===== src/rtl/student_fir_stereo_sched_if.sv =====
// student_fir_stereo_sched_if: IIS-side and FIR-side signals of the stereo FIR scheduler.
// Stats ports exist only when STUDENT_FIR_SCHED_STATS_EN is defined.
interface student_fir_stereo_sched_if #(
    parameter int DATA_SIZE         = 16,
    parameter int DATA_SIZE_FIR_OUT = 24
);
    logic                         valid_strobe_i;
    logic [DATA_SIZE-1:0]         sample_l_i;
    logic [DATA_SIZE-1:0]         sample_r_i;
    logic                         fir_valid_strobe_o;
    logic [DATA_SIZE-1:0]         fir_sample_o;
    logic                         fir_ch_o;
    logic                         fir_valid_strobe_i;
    logic [DATA_SIZE_FIR_OUT-1:0] fir_y_i;
    logic                         valid_strobe_o;
    logic [DATA_SIZE_FIR_OUT-1:0] y_l_o;
    logic [DATA_SIZE_FIR_OUT-1:0] y_r_o;
    logic                         busy_o;
    logic                         overrun_o;
    logic                         timeout_o;
    logic                         clear_i;
`ifdef STUDENT_FIR_SCHED_STATS_EN
    logic [15:0]                  frame_cnt_o;
    logic [15:0]                  drop_cnt_o;
`endif

    modport slave (
        input  valid_strobe_i, sample_l_i, sample_r_i, fir_valid_strobe_i, fir_y_i, clear_i,
        output fir_valid_strobe_o, fir_sample_o, fir_ch_o, valid_strobe_o, y_l_o, y_r_o,
               busy_o, overrun_o, timeout_o
`ifdef STUDENT_FIR_SCHED_STATS_EN
        , output frame_cnt_o, drop_cnt_o
`endif
    );

    modport master (
        output valid_strobe_i, sample_l_i, sample_r_i, fir_valid_strobe_i, fir_y_i, clear_i,
        input  fir_valid_strobe_o, fir_sample_o, fir_ch_o, valid_strobe_o, y_l_o, y_r_o,
               busy_o, overrun_o, timeout_o
`ifdef STUDENT_FIR_SCHED_STATS_EN
        , input frame_cnt_o, drop_cnt_o
`endif
    );
endinterface


===== src/rtl/student_fir_stereo_sched.sv =====
// student_fir_stereo_sched: time-shares one channel-aware FIR between L and R per stereo frame.
// Optional frame/drop counters are enabled by STUDENT_FIR_SCHED_STATS_EN.
module student_fir_stereo_sched #(
    parameter int DATA_SIZE         = 16,
    parameter int DATA_SIZE_FIR_OUT = 24,
    parameter int TIMEOUT_CYCLES    = 4096
) (
    input logic clk_i,
    input logic rst_i,
    student_fir_stereo_sched_if.slave bus
);
    localparam int CW = (TIMEOUT_CYCLES > 2) ? $clog2(TIMEOUT_CYCLES) : 1;
    localparam logic [CW-1:0] LAST = CW'(TIMEOUT_CYCLES - 1);

    typedef enum logic [2:0] {IDLE, ISSUE_L, WAIT_L, ISSUE_R, WAIT_R, OUTPUT} state_t;

    state_t                       state, state_nx;
    logic [DATA_SIZE-1:0]         l_q, r_q;
    logic [DATA_SIZE_FIR_OUT-1:0] acc_l, y_l, y_r;
    logic [CW-1:0]                cnt;
    logic                         overrun, timeout;
    logic                         waiting, resp, expire, done, capture, drop, ch;

    always_comb begin
        state_nx = state;
        waiting  = state == WAIT_L || state == WAIT_R;
        resp     = waiting && bus.fir_valid_strobe_i;
        expire   = waiting && !resp && cnt == LAST;
        done     = resp || expire;
        capture  = bus.valid_strobe_i && (state == IDLE || state == OUTPUT);
        drop     = bus.valid_strobe_i && !capture;
        ch       = state == ISSUE_R || state == WAIT_R;
        case (state)
            IDLE:    state_nx = capture ? ISSUE_L : IDLE;
            ISSUE_L: state_nx = WAIT_L;
            WAIT_L:  state_nx = done ? ISSUE_R : WAIT_L;
            ISSUE_R: state_nx = WAIT_R;
            WAIT_R:  state_nx = done ? OUTPUT : WAIT_R;
            OUTPUT:  state_nx = capture ? ISSUE_L : IDLE;
            default: state_nx = IDLE;
        endcase
    end

    always_ff @(posedge clk_i) begin
        if (rst_i) begin
            state   <= IDLE;
            l_q     <= '0;
            r_q     <= '0;
            acc_l   <= '0;
            y_l     <= '0;
            y_r     <= '0;
            cnt     <= '0;
            overrun <= 1'b0;
            timeout <= 1'b0;
        end else begin
            state <= state_nx;
            if (capture) begin
                l_q <= bus.sample_l_i;
                r_q <= bus.sample_r_i;
            end
            cnt <= (state == ISSUE_L || state == ISSUE_R) ? '0 : (waiting && !done) ? cnt + 1'b1 : cnt;
            if (state == WAIT_L && done)
                acc_l <= resp ? bus.fir_y_i : '0;
            // R result goes straight to the output register on the edge leaving WAIT_R
            if (state == WAIT_R && done) begin
                y_l <= acc_l;
                y_r <= resp ? bus.fir_y_i : '0;
            end
            overrun <= drop ? 1'b1 : bus.clear_i ? 1'b0 : overrun;
            timeout <= expire ? 1'b1 : bus.clear_i ? 1'b0 : timeout;
        end
    end

`ifdef STUDENT_FIR_SCHED_STATS_EN
    logic [15:0] frame_cnt, drop_cnt;
    always_ff @(posedge clk_i) begin
        if (rst_i) begin
            frame_cnt <= '0;
            drop_cnt  <= '0;
        end else begin
            frame_cnt <= frame_cnt + {15'd0, state == OUTPUT};
            drop_cnt  <= drop_cnt + {15'd0, drop};
        end
    end
    assign bus.frame_cnt_o = frame_cnt;
    assign bus.drop_cnt_o  = drop_cnt;
`endif

    // Combinational outputs are forced low while reset is asserted
    assign bus.fir_valid_strobe_o = !rst_i && (state == ISSUE_L || state == ISSUE_R);
    assign bus.fir_ch_o           = !rst_i && ch;
    assign bus.fir_sample_o       = rst_i ? '0 : ch ? r_q : l_q;
    assign bus.valid_strobe_o     = !rst_i && state == OUTPUT;
    assign bus.busy_o             = !rst_i && state != IDLE;
    assign bus.y_l_o              = y_l;
    assign bus.y_r_o              = y_r;
    assign bus.overrun_o          = overrun;
    assign bus.timeout_o          = timeout;
endmodule


===== src/flat_wrapper.sv =====
// flat-port wrapper written by rule: the top's interface ports become plain ports
module student_fir_stereo_sched_flat 
#(
    parameter int DATA_SIZE         = 16,
    parameter int DATA_SIZE_FIR_OUT = 24,
    parameter int TIMEOUT_CYCLES    = 4096
)
  (clk_i, rst_i, bus_valid_strobe_i, bus_sample_l_i, bus_sample_r_i, bus_fir_valid_strobe_i, bus_fir_y_i, bus_clear_i, bus_fir_valid_strobe_o, bus_fir_sample_o, bus_fir_ch_o, bus_valid_strobe_o, bus_y_l_o, bus_y_r_o, bus_busy_o, bus_overrun_o, bus_timeout_o);
  student_fir_stereo_sched_if #(.DATA_SIZE(DATA_SIZE), .DATA_SIZE_FIR_OUT(DATA_SIZE_FIR_OUT)) bus_i ();
  input logic clk_i;
  input logic rst_i;
  input wire logic [$bits(bus_i.valid_strobe_i)-1:0] bus_valid_strobe_i;
  input wire logic [$bits(bus_i.sample_l_i)-1:0] bus_sample_l_i;
  input wire logic [$bits(bus_i.sample_r_i)-1:0] bus_sample_r_i;
  input wire logic [$bits(bus_i.fir_valid_strobe_i)-1:0] bus_fir_valid_strobe_i;
  input wire logic [$bits(bus_i.fir_y_i)-1:0] bus_fir_y_i;
  input wire logic [$bits(bus_i.clear_i)-1:0] bus_clear_i;
  output wire logic [$bits(bus_i.fir_valid_strobe_o)-1:0] bus_fir_valid_strobe_o;
  output wire logic [$bits(bus_i.fir_sample_o)-1:0] bus_fir_sample_o;
  output wire logic [$bits(bus_i.fir_ch_o)-1:0] bus_fir_ch_o;
  output wire logic [$bits(bus_i.valid_strobe_o)-1:0] bus_valid_strobe_o;
  output wire logic [$bits(bus_i.y_l_o)-1:0] bus_y_l_o;
  output wire logic [$bits(bus_i.y_r_o)-1:0] bus_y_r_o;
  output wire logic [$bits(bus_i.busy_o)-1:0] bus_busy_o;
  output wire logic [$bits(bus_i.overrun_o)-1:0] bus_overrun_o;
  output wire logic [$bits(bus_i.timeout_o)-1:0] bus_timeout_o;
  assign bus_i.valid_strobe_i = bus_valid_strobe_i;
  assign bus_i.sample_l_i = bus_sample_l_i;
  assign bus_i.sample_r_i = bus_sample_r_i;
  assign bus_i.fir_valid_strobe_i = bus_fir_valid_strobe_i;
  assign bus_i.fir_y_i = bus_fir_y_i;
  assign bus_i.clear_i = bus_clear_i;
  assign bus_fir_valid_strobe_o = bus_i.fir_valid_strobe_o;
  assign bus_fir_sample_o = bus_i.fir_sample_o;
  assign bus_fir_ch_o = bus_i.fir_ch_o;
  assign bus_valid_strobe_o = bus_i.valid_strobe_o;
  assign bus_y_l_o = bus_i.y_l_o;
  assign bus_y_r_o = bus_i.y_r_o;
  assign bus_busy_o = bus_i.busy_o;
  assign bus_overrun_o = bus_i.overrun_o;
  assign bus_timeout_o = bus_i.timeout_o;
  student_fir_stereo_sched #(.DATA_SIZE(DATA_SIZE), .DATA_SIZE_FIR_OUT(DATA_SIZE_FIR_OUT), .TIMEOUT_CYCLES(TIMEOUT_CYCLES)) u_core (.clk_i(clk_i), .rst_i(rst_i), .bus(bus_i));
endmodule

===== config.mk =====
export PLATFORM = sky130hd
export DESIGN_NAME = student_fir_stereo_sched_flat
export DESIGN_NICKNAME = d
export VERILOG_FILES = /design/src/rtl/student_fir_stereo_sched_if.sv /design/src/rtl/student_fir_stereo_sched.sv /design/src/flat_wrapper.sv
export SDC_FILE = /design/constraint.sdc
export NUM_CORES = 1
export LEC_CHECK = 0
export CAP_MARGIN = 40
export CORE_UTILIZATION = 30
export DETAILED_ROUTE_END_ITERATION = 8
export PLACE_DENSITY = 0.57
export SLEW_MARGIN = 20
export SYNTH_ARGS = -nofsm -noshare
export SYNTH_HDL_FRONTEND = slang
export SYNTH_SLANG_ARGS = --single-unit

===== constraint.sdc =====
create_clock -name clk_i -period 2.2 [get_ports clk_i]
set_input_delay 0.44 -clock clk_i [delete_from_list [all_inputs] [get_ports clk_i]]
set_output_delay 0.44 -clock clk_i [all_outputs]
set_load 0.05 [all_outputs]

==> impl_metrics.toml <==
[drt]
drc_errors = 0
via_count = 4908
viasPerCell = 5.01
wl_per_cell_um = 14.3
postRouteAntennaNets = 0
routed_wl_um = 14100
firstDrtPassIters = 5
drt_iter0_drc = 329

[synth]
yosys.area_share.xor_xnor_pct = 0.727
synth_cell_types = 46
synth.ff_latch_count = 121
synthSimpleGateAreaFrac_pct = 20.9
synth_edf_count = 0
synth.avg_cell_area_um2 = 7.90
synth_seq_area_share_pct = 48.5
synthArstFlopShare_pct = 0
synth_top_family_by_area = "compound AO/OA/AOI/OAI gates"
synthesis.nets = 694
synth_compound_area_share_pct = 23.8
synth_fa_ha_area_share_pct = 0.251
synth.cell_area_um2 = 4990
synth_cells = 632
ys.flop_type = "dfxtp_1"
ys_warn_count = 0
muxShareOfSynthArea_pct = 0

[die]
die_y_um = 131
die_area_um2 = 17200
io_pins = 131
start_util_pct = 31.1
design.core.area_um2 = 16100
num_rows = 46
fp.dieW_um = 131

[worst_setup_path]
crit_fanout = 7
cp_data_required_time_ns = 1.76
worst-setup-path-type = "flip-flop to output pin"
r2r_setup_slack_ns = 0.24
worstSetupStartpointType = "flip-flop"
arrival_ns = 1.76
end_kind = "output pin"

[clocking]
htreeDepth = 4
numCtsBuffers = 17
cts_tree = "done"
root_buffer = "clkbuf_16"
clock_latency_ns = 0.41
clk_path_buf_depth = 2
clk_pin_slew_ns = 0.05
cts_sinks = 121

[sta]
finClkSkew_ns = 0.00868
period_needed_ns = 2.20
setup_ws_ns = -0.00215
tightest_slew_ns = 0.716
max_freq_mhz = 454
maxSlewHeadroom_pct = 51.8
fin_crit_sh_pct = 100
setup_tns_ns = -0.00268
final_max_slew_viol_count = 0
setup_viol = 2
hold_violations = 0
rsz0062_at_grt = "true"
hold_ws_ns = 0.439

[placed_design]
preCtsSetupSlack_ns = -0.0375
hpwl_um = 9300
placed_cell_area_um2 = 6870
portBuffers = 130
place.gp.congestion = 0.806
dp_cells = 948

[finish]
fill_cells = 1529
fin_util_pct = 47.0
area_growth_syn_to_layout_pct = 51.2
diodes = 0
layout.cells.non_filler = 980
num-nets-final = 815
drive_gt1_share_pct = 15.4
fin_area_um2 = 7550

[pwr]
p_leak_nw = 2.54
powerDensity_nw_per_um2 = 771
power_mw = 5.82
ir_drop_uv = 530

[outcome]
violations = "setup timing"
outcome = "finished, violations left"

[global_routing]
grt_pass1_wl_um = 22500
grt_pass1_vias = 4700
grt_antenna_before_repair = 0
gr-total-overflow = 0
grt_max_degree = 73
grt_util_all_layers_pct = 16.9

[worst_hold_path]
hold_path.class = "primary input to flip-flop"

[flow_run]
cap_violations = 0
-- layout make-up --
class | instances | area [um^2] | area share [%]
repair buffers | 158 | 1780 | 23.6
clock inverters | 9 | 75.1 | 0.995
inverters | 3 | 11.3 | 0.149
flip-flops and latches | 121 | 2430 | 32.2
multi-input cells | 452 | 2510 | 33.3
well taps | 216 | 270 | 3.58
clock buffers | 21 | 470 | 6.23
-- sequential cells by signal, summed over array words and instances (netlist names) --
register,cells
u_core.bus.y_r_o,24
u_core.acc_l,24
u_core.bus.y_l_o,24
u_core.cnt,12
u_core.state,3
u_core.bus.timeout_o,1
u_core.l_q,16
u_core.bus.overrun_o,1
u_core.r_q,16
-- what timing repair did --
action / CTS / global route
buffers inserted: 2 / 0
resized for setup: 9 / 18
endpoints found under the setup margin: 17 / 16
pin swaps: 12 / 4
endpoints found under the hold margin: 0 / 0
cloned: 0 / 0
hold buffers: 0 / 0
-- metal layers --
layer / track usage (%) / share of wire (%) / up-vias
li1: - / - / 2422
met1: 20.7 / 44 / 2339
met2: 27.3 / 49 / 136
met3: 6.11 / 6.3 / 11
met4: 6.02 / 0.79 / 0
met5: 0 / 0 / -
-- synth_stat cells, types with 2 or more instances --
master	n	area (um^2)
a21o_1	2	15.0
a21oi_1	133	666
buf_2	18	90.1
buf_4	2	15.0
buf_6	5	56.3
clkbuf_1	31	116
dfxtp_1	121	2420
inv_1	3	11.3
nand2_1	146	548
nand2b_1	4	25.0
nand3_1	32	160
nor2_1	9	33.8
nor3_1	4	20.0
nor4_1	3	18.8
o21ai_0	74	370
o31ai_1	5	37.5
o41ai_1	3	26.3
or2_2	3	18.8
or4_1	5	37.5
or4b_1	3	30.0
-- worst max-delay path, stage by stage, from the launching register on --
cell	delay [ns]
dfxtp_4	0.37
nor3b_4	0.24
a21o_1	0.16
buf_6	0.18
nand2_2	0.09
a21oi_4	0.15
buf_12	0.15
-- placed cells by master, fill, tap and decap left out, types with 4 or more instances in the layout --
| master | netlist | final |
|---|---|---|
| a21oi_1 | 133 | 117 |
| buf_12 | 0 | 25 |
| clkbuf_16 | 0 | 17 |
| o21ai_0 | 74 | 74 |
| clkdlybuf4s50_1 | 0 | 109 |
| dfxtp_1 | 121 | 118 |
| a21oi_4 | 0 | 14 |
| o31ai_1 | 5 | 5 |
| nand2b_1 | 4 | 4 |
| nand3_1 | 32 | 32 |
| clkinv_2 | 0 | 6 |
| or4_1 | 5 | 5 |
| nor2_1 | 9 | 9 |
| buf_4 | 2 | 21 |
| nor3_1 | 4 | 4 |
| nand2_1 | 146 | 139 |
| nand2_4 | 0 | 4 |
-- power by group --
group	internal, mW	switching, mW	total, mW	leakage [nW]
sequential	2.29	0.0563	2.34	0.982
combinational	0.388	0.520	0.908	1.29
clock	1.61	0.953	2.57	0.270
total	4.29	1.53	5.82	2.54
-- logic make-up after synthesis --
family	after synthesis
buffers and inverters	59
and+or+nand+nor	225
DFF	121
adders and majority gates	1
AOI/OAI and AO/OA	224
xor gates and xnor gates	2
-- path summary, 6_finish.rpt --
| kind | startpoint | endpoint | depth (start not counted) |
|---|---|---|---|
| setup reg to reg | u_core.cnt[0] | u_core.acc_l[11] | 6 |
| hold reg to reg | u_core.l_q[4] | u_core.l_q[4] | 2 |
| hold / removal | rst_i | u_core.r_q[0] | 2 |
| setup / recovery | u_core.state[2] | bus_fir_sample_o[5] | 6 |
Power figures use the tool's default switching activity.
